`config.mk`:
```
export PLATFORM = sky130hd
export DESIGN_NAME = trng_bit_collector
export DESIGN_NICKNAME = d
export VERILOG_FILES = /design/src/rtl/trng_bit_collector.sv
export SDC_FILE = /design/constraint.sdc
export NUM_CORES = 1
export LEC_CHECK = 0
export CAP_MARGIN = 20
export CORE_MARGIN = 4
export CORE_UTILIZATION = 55
export CTS_BUF_LIST = sky130_fd_sc_hd__clkbuf_8
export CTS_CLUSTER_DIAMETER = 200
export CTS_CLUSTER_SIZE = 16
export DETAILED_ROUTE_END_ITERATION = 7
export PLACE_DENSITY_LB_ADDON = 0.25
export SKIP_LAST_GASP = 1
export SLEW_MARGIN = 20
export SYNTH_ARGS = -nofsm -noshare
export SYNTH_HDL_FRONTEND = slang
export SYNTH_SLANG_ARGS = --single-unit
export TNS_END_PERCENT = 1
```
`constraint.sdc`:
```
create_clock -name clk -period 3.1 [get_ports clk]
set_clock_uncertainty 0.15 [all_clocks]
set_input_delay 0.31 -clock clk [delete_from_list [all_inputs] [get_ports clk]]
set_output_delay 0.31 -clock clk [all_outputs]
set_load 0.005 [all_outputs]
```
`src/rtl/trng_bit_collector.sv`:
```
// trng_bit_collector: samples the selected RO, debiases it with von Neumann pairs, packs words and runs a repetition health test
module trng_bit_collector #(
  parameter int NUM_RO = 32,
  parameter int SEL_W = 5,
  parameter int WIDTH = 32,
  parameter int SAMPLE_DIV = 4,
  parameter int REP_LIMIT = 64
) (
  input  logic             clk,
  input  logic             rst,
  input  logic             ro_enable,
  input  logic [SEL_W-1:0] ctrl,
  input  logic [NUM_RO-1:0] ro_out,
  output logic [WIDTH-1:0] data_out,
  output logic             data_valid,
  input  logic             data_ready,
  output logic             health_fail,
  output logic [7:0]       ovf_cnt
);
  localparam int P = 2 ** SEL_W;
  localparam int DW = SAMPLE_DIV > 1 ? $clog2(SAMPLE_DIV) : 1;
  localparam int RW = $clog2(REP_LIMIT + 1);
  localparam int CW = $clog2(WIDTH + 1);
  typedef enum logic {EMPTY, HALF} state_t;
  state_t state, state_n;
  logic [P-1:0] pad;
  logic s1, s2, first, prev, stb, trip, emit, done, load;
  logic [DW-1:0] div;
  logic [RW-1:0] rep, rep_n;
  logic [CW-1:0] cnt;
  logic [WIDTH-2:0] acc;
  logic [WIDTH-1:0] word;
  // zero-extending the RO bus makes out-of-range selects read 0
  always_comb begin
    pad = P'(ro_out);
    stb = ro_enable && div == DW'(SAMPLE_DIV - 1);
    rep_n = (rep != '0 && s2 == prev) ? (rep == RW'(REP_LIMIT) ? rep : rep + 1'b1) : RW'(1);
    trip = stb && rep_n == RW'(REP_LIMIT);
    word = {acc, first};
    done = emit && cnt == CW'(WIDTH - 1);
    load = done && (!data_valid || data_ready);
  end
  always_ff @(posedge clk or negedge rst)
    if (!rst) state <= EMPTY;
    else state <= state_n;
  always_comb
    state_n = !ro_enable ? EMPTY : stb ? (state == EMPTY ? HALF : EMPTY) : state;
  always_comb
    emit = stb && state == HALF && first != s2 && !health_fail && !trip;
  always_ff @(posedge clk or negedge rst)
    if (!rst) begin
      s1 <= 1'b0;
      s2 <= 1'b0;
      div <= '0;
      rep <= '0;
      prev <= 1'b0;
      first <= 1'b0;
      acc <= '0;
      cnt <= '0;
      data_out <= '0;
      data_valid <= 1'b0;
      health_fail <= 1'b0;
      ovf_cnt <= 8'd0;
    end else begin
      s1 <= pad[ctrl];
      s2 <= s1;
      div <= (!ro_enable || stb) ? '0 : div + 1'b1;
      rep <= !ro_enable ? '0 : stb ? rep_n : rep;
      if (stb) prev <= s2;
      if (stb && state == EMPTY) first <= s2;
      health_fail <= health_fail | trip;
      if (done) begin
        acc <= '0;
        cnt <= '0;
      end else if (emit) begin
        acc <= word[WIDTH-2:0];
        cnt <= cnt + 1'b1;
      end
      if (load) data_out <= word;
      data_valid <= load | (data_valid & ~data_ready);
      if (done && !load && ovf_cnt != 8'hFF) ovf_cnt <= ovf_cnt + 1'b1;
    end
endmodule

```
After elaboration in Yosys (flattened, before gate mapping). Cells that the tools add are included.

$add $sub $neg: 4. Order comparisons: 1. Multiplexer cells: 14. Equal/unequal tests: 8. Bitwise operators: 5. Reductions and logical operators: 21.

Operators by type and width (count): 31-bit 2-to-1 mux (2); 7-bit 2-to-1 mux (4); 7-bit == test (second input constant) (2); 1-bit logical AND (12); 6-bit 2-to-1 mux (2); 8-bit by 1-bit adder with 8-bit output (second input constant) (1); 8-bit != test (second input constant) (1); 7-bit by 1-bit adder with 7-bit output (second input constant) (1); 7-bit nonzero test (1); 6-bit by 1-bit adder with 6-bit output (second input constant) (1); 6-bit by 5-bit == test with 1-bit output (second input constant) (1); 5-bit by 6-bit less-than comparator with 1-bit output (second input constant) (1); 1-bit binary-select mux with 5-bit select (1); 1-bit zero test (5); 1-bit 2-to-1 mux (4); 2-bit by 1-bit adder with 2-bit output (second input constant) (1); 2-bit == test (second input constant) (1); 1-bit logical OR (2); 2-bit 2-to-1 mux (1); 2-bit by 1-bit != test with 1-bit output (second input constant) (1); 1-bit inverter (2); 1-bit bitwise OR (2); 2-bit nonzero test (1); 1-bit bitwise AND (1); other kinds (2) (2).

Input bits: 41. Logic and storage cells: 66. Bits in registers: 93. Output and inout bits: 42.

Logic depth before layout (Yosys ltp). Gate-level depths: netlist (run 1).

Depth after elaboration: 12. Depth in mapped cells: 10. Mapped depth without buffers: 8.

Least setup slack after synthesis (run 1). No wires, ideal clock.

Kind: register to register. Start: register rep[0]. End: register data_out[10]. Period minus slack after synthesis: 2.567 ns. Setup slack: 0.533 ns. Setup time: 0.125 ns. Stages on the path, launching flop included: 9. Arrival: 2.292 ns. Path through: dfrtp_1 > ha_1 > and3_1 > nand3_2 > xor2_1 > nor4b_4 > a2111oi_4 > buf_6 > mux2_4.

Word-level cells in the longest chain between the ends: 9. Elaborated cells on any way between the ends: 12. Classes of those cells: add/sub: 1; eq/ne: 2; mux: 2; reduce/logical: 7.

Ends and longest elaborated chain: start: declaration (RTL line 29) `logic [RW-1:0] rep, rep_n;`; start signal: assignment (RTL line 68) `rep <= !ro_enable ? '0 : stb ? rep_n : rep;`; 7-bit by 1-bit adder with 7-bit output (tied with other cells) (RTL line 37) `rep_n = (rep != '0 && s2 == prev) ? (rep == RW'(REP_LIMIT) ? rep : rep + 1'b1) : RW'(1);`; 7-bit 2-to-1 mux / 1-bit logical AND (equally long branches) (RTL line 37); 7-bit 2-to-1 mux * (RTL line 37); 7-bit == test * (RTL line 38) `trip = stb && rep_n == RW'(REP_LIMIT);`; 1-bit logical AND * (RTL line 38); 1-bit zero test * (RTL line 49) `emit = stb && state == HALF && first != s2 && !health_fail && !trip;`; 1-bit logical AND * (RTL line 49); 1-bit logical AND * (RTL line 40) `done = emit && cnt == CW'(WIDTH - 1);`; 1-bit logical AND * (RTL line 41) `load = done && (!data_valid || data_ready);`; end signal: assignment (RTL line 79) `if (load) data_out <= word;`; end: declaration (RTL line 14) `output logic [WIDTH-1:0] data_out,`.

Every way passes the cells marked *; elsewhere a longest branch is shown, timed or not. A chain may end at the register's enable or synchronous reset.

Worst setup path in the final report (run 1).
Start: register rep[0]. End: register data_out[31].

Same word-level chain as after synthesis.

==> results of run 1 <==
## timing repair
action | CTS | global route
setup buffers | 0 | 0
hold buffers | 1 | 0
gates resized for setup | 0 | 0
hold endpoints to repair | 43 | 0
## stage by stage
stage	power (W)	setup slack (ps)	hold WS [ps]
floorplan	0.00139	533	-136
global placement	0.00149	376	186
detailed placement	0.00150	310	185
CTS	0.00248	284	204
global route	0.00254	154	216
finish	0.00245	290	203
## logic make-up (layout without fill, tap and decap cells)
logic type / Yosys count / after routing / synth area share [%]
DFF: 93 / 93 / 49.9
muxes: 81 / 81 / 23.6
AOI/OAI and AO/OA: 33 / 33 / 5.96
and+or+nand+nor: 89 / 89 / 10.1
xor gates and xnor gates: 16 / 16 / 3.01
buffers and inverters: 59 / 149 / 6.10
adders and majority gates: 5 / 5 / 1.34
## flip-flops by register name (all words and copies together), names as in the netlist
register / cells
div: 2
data_out: 32
s2: 1
ovf_cnt: 8
first: 1
state: 1
prev: 1
acc: 31
data_valid: 1
health_fail: 1
cnt: 6
rep: 7
s1: 1
## path summary, 6_finish.rpt
path / to / start
setup / recovery: data_out[31] / rep[0]
hold / removal: s2 / s1
setup reg to reg: data_out[31] / rep[0]
hold reg to reg: s2 / s1
max in group asynchronous: acc[26] / rst
min in group asynchronous: ovf_cnt[2] / rst
## power by group through the flow
stage / Combinational (W) / Sequential, W / Clock (W)
5_1_grt: 0.000228 / 0.00127 / 0.00105
3_3_place_gp: 0.000203 / 0.00129 / 0
6_report: 0.000206 / 0.00127 / 0.000983
2_1_floorplan: 0.000110 / 0.00128 / 0
3_5_place_dp: 0.000209 / 0.00129 / 0
4_1_cts: 0.000210 / 0.00127 / 0.00100
## layout by cell type (no fill, tap or decap), types with 6 or more instances in the layout
master           count
dfrtp_1             93
clkdlybuf4s50_1     81
nand2_1             46
inv_1               39
mux2i_1             32
mux2_4              30
xor2_1              12
buf_4               12
mux4_2              10
clkbuf_8             9
mux2_2               8
nand3_1              7
nor2_1               6
a21oi_1              6
## per-layer routing
layer	vias to the layer above	global-route usage (%)
met5	-	0
met4	0	7.15
met3	16	4.59
met2	94	31.0
met1	1511	24.8
li1	1457	-
## area by class of cell
class                           count  area, sq um  share of cell area [%]
Clock inverter                      7          123                    2.10
Clock buffer                        9          124                    2.12
Inverter                           38          143                    2.44
Tap cell                          105          131                    2.25
Sequential cell                    93         2330                    39.9
Timing Repair Buffer               95          931                    15.9
Multi-Input combinational cell    224         2060                    35.3
## critical path, cell delays in order (launching register included)
cell and delay (ps):
dfrtp_1 480, inv_1 140, ha_1 160, and2b_1 170, nand2_2 90, and3_4 190
o2bb2ai_4 200, a2111oi_4 440, buf_12 300, mux2_2 360
==> reports/results.ini, run 1 <==
[clock_network]
cts_tree=done
cts-buffers-inserted=9
cts_root_buf=clkbuf_8
clock_latency_ps=360
cts_num_sinks=93
path_clk_slew_ps=100
h-tree-depth=3
clk_path_buf_depth=2

[die]
dieArea_sq_um=10000
initial_core_util_pct=56.7
rows=33
core_sq_um=8220
die_x_microns=100
die_h_microns=100
num_io_pins=83

[worst_setup_path]
crit_required_ps=3210
path_max_fanout=32
r2r_cells=9
arrival_ps=2920
start_kind=register
cp-end-kind=register
crit_type=register to register
reg2reg_setup_slack_ps=290

[final_layout]
final_area_sq_um=5840
final_layout_size_suffix_gt1_share_pct=18.9
finalNonFillerCells=571
diodes=0
post-route-util_pct=71.1
areaGrowthSynthToFinish_pct=25.3
fillCellCount=567
fin_nets=507

[detailed_routing]
top_layer_used=met4
vias_per_cell=5.39
ant_nets=0
wl_met2_microns=4230
firstDrtPassIters=4
dr_total_vias=3078
drt_wl_total_microns=8930
drcViolationCount=0
drt_iter0_drc=147
route.met3.wl_microns=585
wl_met1_microns=3940
wl_per_cell_microns=15.6

[yosys]
yosysUniqueCellTypes=49
synthCells=376
ys_ff_latch=93
yosysSeqAreaShare_pct=49.9
synth_top_cell_area_share_pct=49.9
async_flop_share_pct=100
synth_edf_count=0
avgSynthCellArea_sq_um=12.4
yosysMostFrequentCell=dfrtp_1
synthTopCellsByArea=dfrtp_1, mux2_4, mux2i_1, mux4_2, nand2_1
synth_warnings=0
ys.flop_type=dfrtp_1
netlist_area_sq_um=4660
synth_top_area_cell=dfrtp_1
postSynthNetCount=422
yosys-top-cells-count=dfrtp_1, nand2_1, inv_1

[power_and_ir_drop]
powerDensity_nw_per_um2=420
comb_power_share_pct=8.4
power_frac_seq_pct=51.6
p_leak_nw=2.83
p_int_w=0.00189
switching_power_w=0.000562
power_frac_clock_pct=40.1
p_sw_share_pct=22.9
max-vdd-ir-drop_uv=235

[timing]
rsz0062_at_grt=false
hold_viol=0
post-route-min-period_ps=2810
fmax_mhz=356
maxSlewViolCount=0
maxSlewHeadroom_pct=62.6
finalCritPeriodShare_pct=90.6
setup_viol_count_final=0
worst_pin_slew_ps=560
tns_ps=0

[place]
hpwlAfterDp_microns=6290
gp_congestion=0.820
port_buffers=82
dp.cells=554
dpl_cell_area_sq_um=5580

[global_routing]
grt_overflow_total=0
grt_max_degree=46
grt_antenna_before_repair=0
track_usage_pct=19.0
grt_pass1_vias=3277
grt_pass1_wl_microns=15100

[hold_path]
hp-class=register to register
min_path_cells=0

[status]
status=finished, final reports clean

[run]
maxCapViolations=0

(Power assumes the default switching activity.)
==> run 2, diff against run 1 <==
Settings changed: SETUP_SLACK_MARGIN from default to 0.5.
==> run 2 against run 1 <==
Effect of this change:
- clock power hardly changed
- first-iteration DRC count increased by 3.4%
- combinational power increased by 6%
- non-clock buffer count is 10 higher
- die area unchanged
- fmax is 10% higher
- count of clock-buffer cells in the layout is the same
- global-route usage is 0.84 points higher
- critical endpoint is now data_out[3]
- largest cell class unchanged
- highest routed layer unchanged
==> reports/results.ini, run 2 (synthesis gave the netlist of run 1 again) <==
[global_routing]
grt_max_degree=46
grt_pass1_vias=3330
track_usage_pct=19.8
grt_antenna_before_repair=0
grt_pass1_wl_microns=15700
grt_overflow_total=0

[die]
num_io_pins=83
die_x_microns=100
dieArea_sq_um=10000
core_sq_um=8220
rows=33
initial_core_util_pct=56.7
die_h_microns=100

[detailed_routing]
dr_total_vias=3147
drcViolationCount=0
top_layer_used=met4
firstDrtPassIters=4
wl_met2_microns=4490
drt_wl_total_microns=9430
wl_per_cell_microns=16.2
wl_met1_microns=4100
route.met3.wl_microns=603
vias_per_cell=5.42
drt_iter0_drc=152
ant_nets=0

[power_and_ir_drop]
power_frac_clock_pct=39.8
powerDensity_nw_per_um2=410
p_leak_nw=2.89
p_sw_share_pct=23.0
p_int_w=0.00190
comb_power_share_pct=8.8
max-vdd-ir-drop_uv=235
switching_power_w=0.000567
power_frac_seq_pct=51.3

[timing]
maxSlewHeadroom_pct=62.1
finalCritPeriodShare_pct=82.3
fmax_mhz=392
setup_viol_count_final=0
tns_ps=0
worst_pin_slew_ps=568
hold_viol=0
maxSlewViolCount=0
post-route-min-period_ps=2550
rsz0062_at_grt=false

[final_layout]
fin_nets=517
final_cell_mix=dfrtp_1, clkdlybuf4s50_1, nand2_1, inv_1
diodes=0
largest_reg_flops=32
final_layout_size_suffix_gt1_share_pct=22.5
areaGrowthSynthToFinish_pct=29.0
seq_area_sq_um=2330
largestRegisters=data_out (32), acc (31), ovf_cnt (8)
largest_register=data_out
multi_input_comb_area_sq_um=2110
mostFrequentLayoutCell=dfrtp_1
final_area_sq_um=6010
fillCellCount=536

[clock_network]
path_clk_slew_ps=90
cts_num_sinks=93
h-tree-depth=3
cts-buffers-inserted=9
cts_tree=done
clk_path_buf_depth=2
cts_root_buf=clkbuf_8
clock_latency_ps=360

[worst_setup_path]
arrival_ps=2650
crit_type=register to register
path_max_fanout=8
crit_slowest_cell=dfrtp_2
crit_required_ps=3200
crit_buf_inv=3
path_delay_family=compound AO/OA/AOI/OAI gates
cp-end-kind=register
max_stage_delay_ps=470
start_kind=register
path_cells=inv_2 -> ha_4 -> and2b_2 -> nand2_4 -> and3_4 -> o2bb2ai_4 -> a2111oi_4 -> buf_4 -> buf_12 -> mux2_4

[run]
maxCapViolations=0

[status]
status=finished, final reports clean

[place]
port_buffers=82
dpl_cell_area_sq_um=5580
gp_congestion=0.820
hpwlAfterDp_microns=6290

[hold_path]
hp-class=register to register

## run 2: power by group through the flow
stage	Clock (W)	Combinational [W]	Sequential, W
2_1_floorplan	0	0.000110	0.00128
3_3_place_gp	0	0.000203	0.00129
3_5_place_dp	0	0.000209	0.00129
4_1_cts	0.00100	0.000214	0.00126
5_1_grt	0.00105	0.000241	0.00127
6_report	0.000982	0.000218	0.00127
## run 2: through the flow
| stage | cells | power [W] | setup slack (ps) | utilization (%) | hold slack, ps |
|---|---|---|---|---|---|
| finish | 581 | 0.00247 | 550 | 73.1 | 203 |
| floorplan | 376 | 0.00139 | 533 | - | -136 |
| global placement | 554 | 0.00149 | 376 | 67.9 | 186 |
| global route | 581 | 0.00256 | 476 | 73.1 | 216 |
| CTS | 579 | 0.00248 | 428 | 72.5 | 204 |
| detailed placement | 554 | 0.00150 | 310 | 67.9 | 185 |
## run 2: path summary, 6_finish.rpt
path,startpoint,endpoint,slack [ps],depth (start not counted)
worst max-delay path,rep[0],data_out[3],550,10
worst min-delay path,s1,s2,200,0
worst max register to register,rep[0],data_out[3],550,10
worst min register to register,s1,s2,200,0
max in group asynchronous,rst,rep[0],1690,3
min in group asynchronous,rst,ovf_cnt[2],320,2
## run 2: cell type report
| cell class | instances | share of cell area [%] |
|---|---|---|
| multi-input combinational | 224 | 35.2 |
| inverter | 38 | 2.37 |
| clock inverter | 7 | 2.04 |
| clock buffer | 9 | 2.06 |
| timing repair buffer | 105 | 17.4 |
| tap | 105 | 2.19 |
| sequential | 93 | 38.8 |
## run 2: layer usage
layer	up-vias	global-route usage [%]
met5	-	0
met4	0	8.19
met3	25	4.59
met2	99	32.1
met1	1546	26.0
li1	1477	-
## run 2: repair_timing
item                       in CTS  in global routing
setup endpoints to repair      61                 42
gates resized for setup         5                 12
buffers inserted                6                  2
hold buffers                    1                  0
pin swaps                       2                  3
cloned                          2                  0
hold endpoints to repair       43                  0
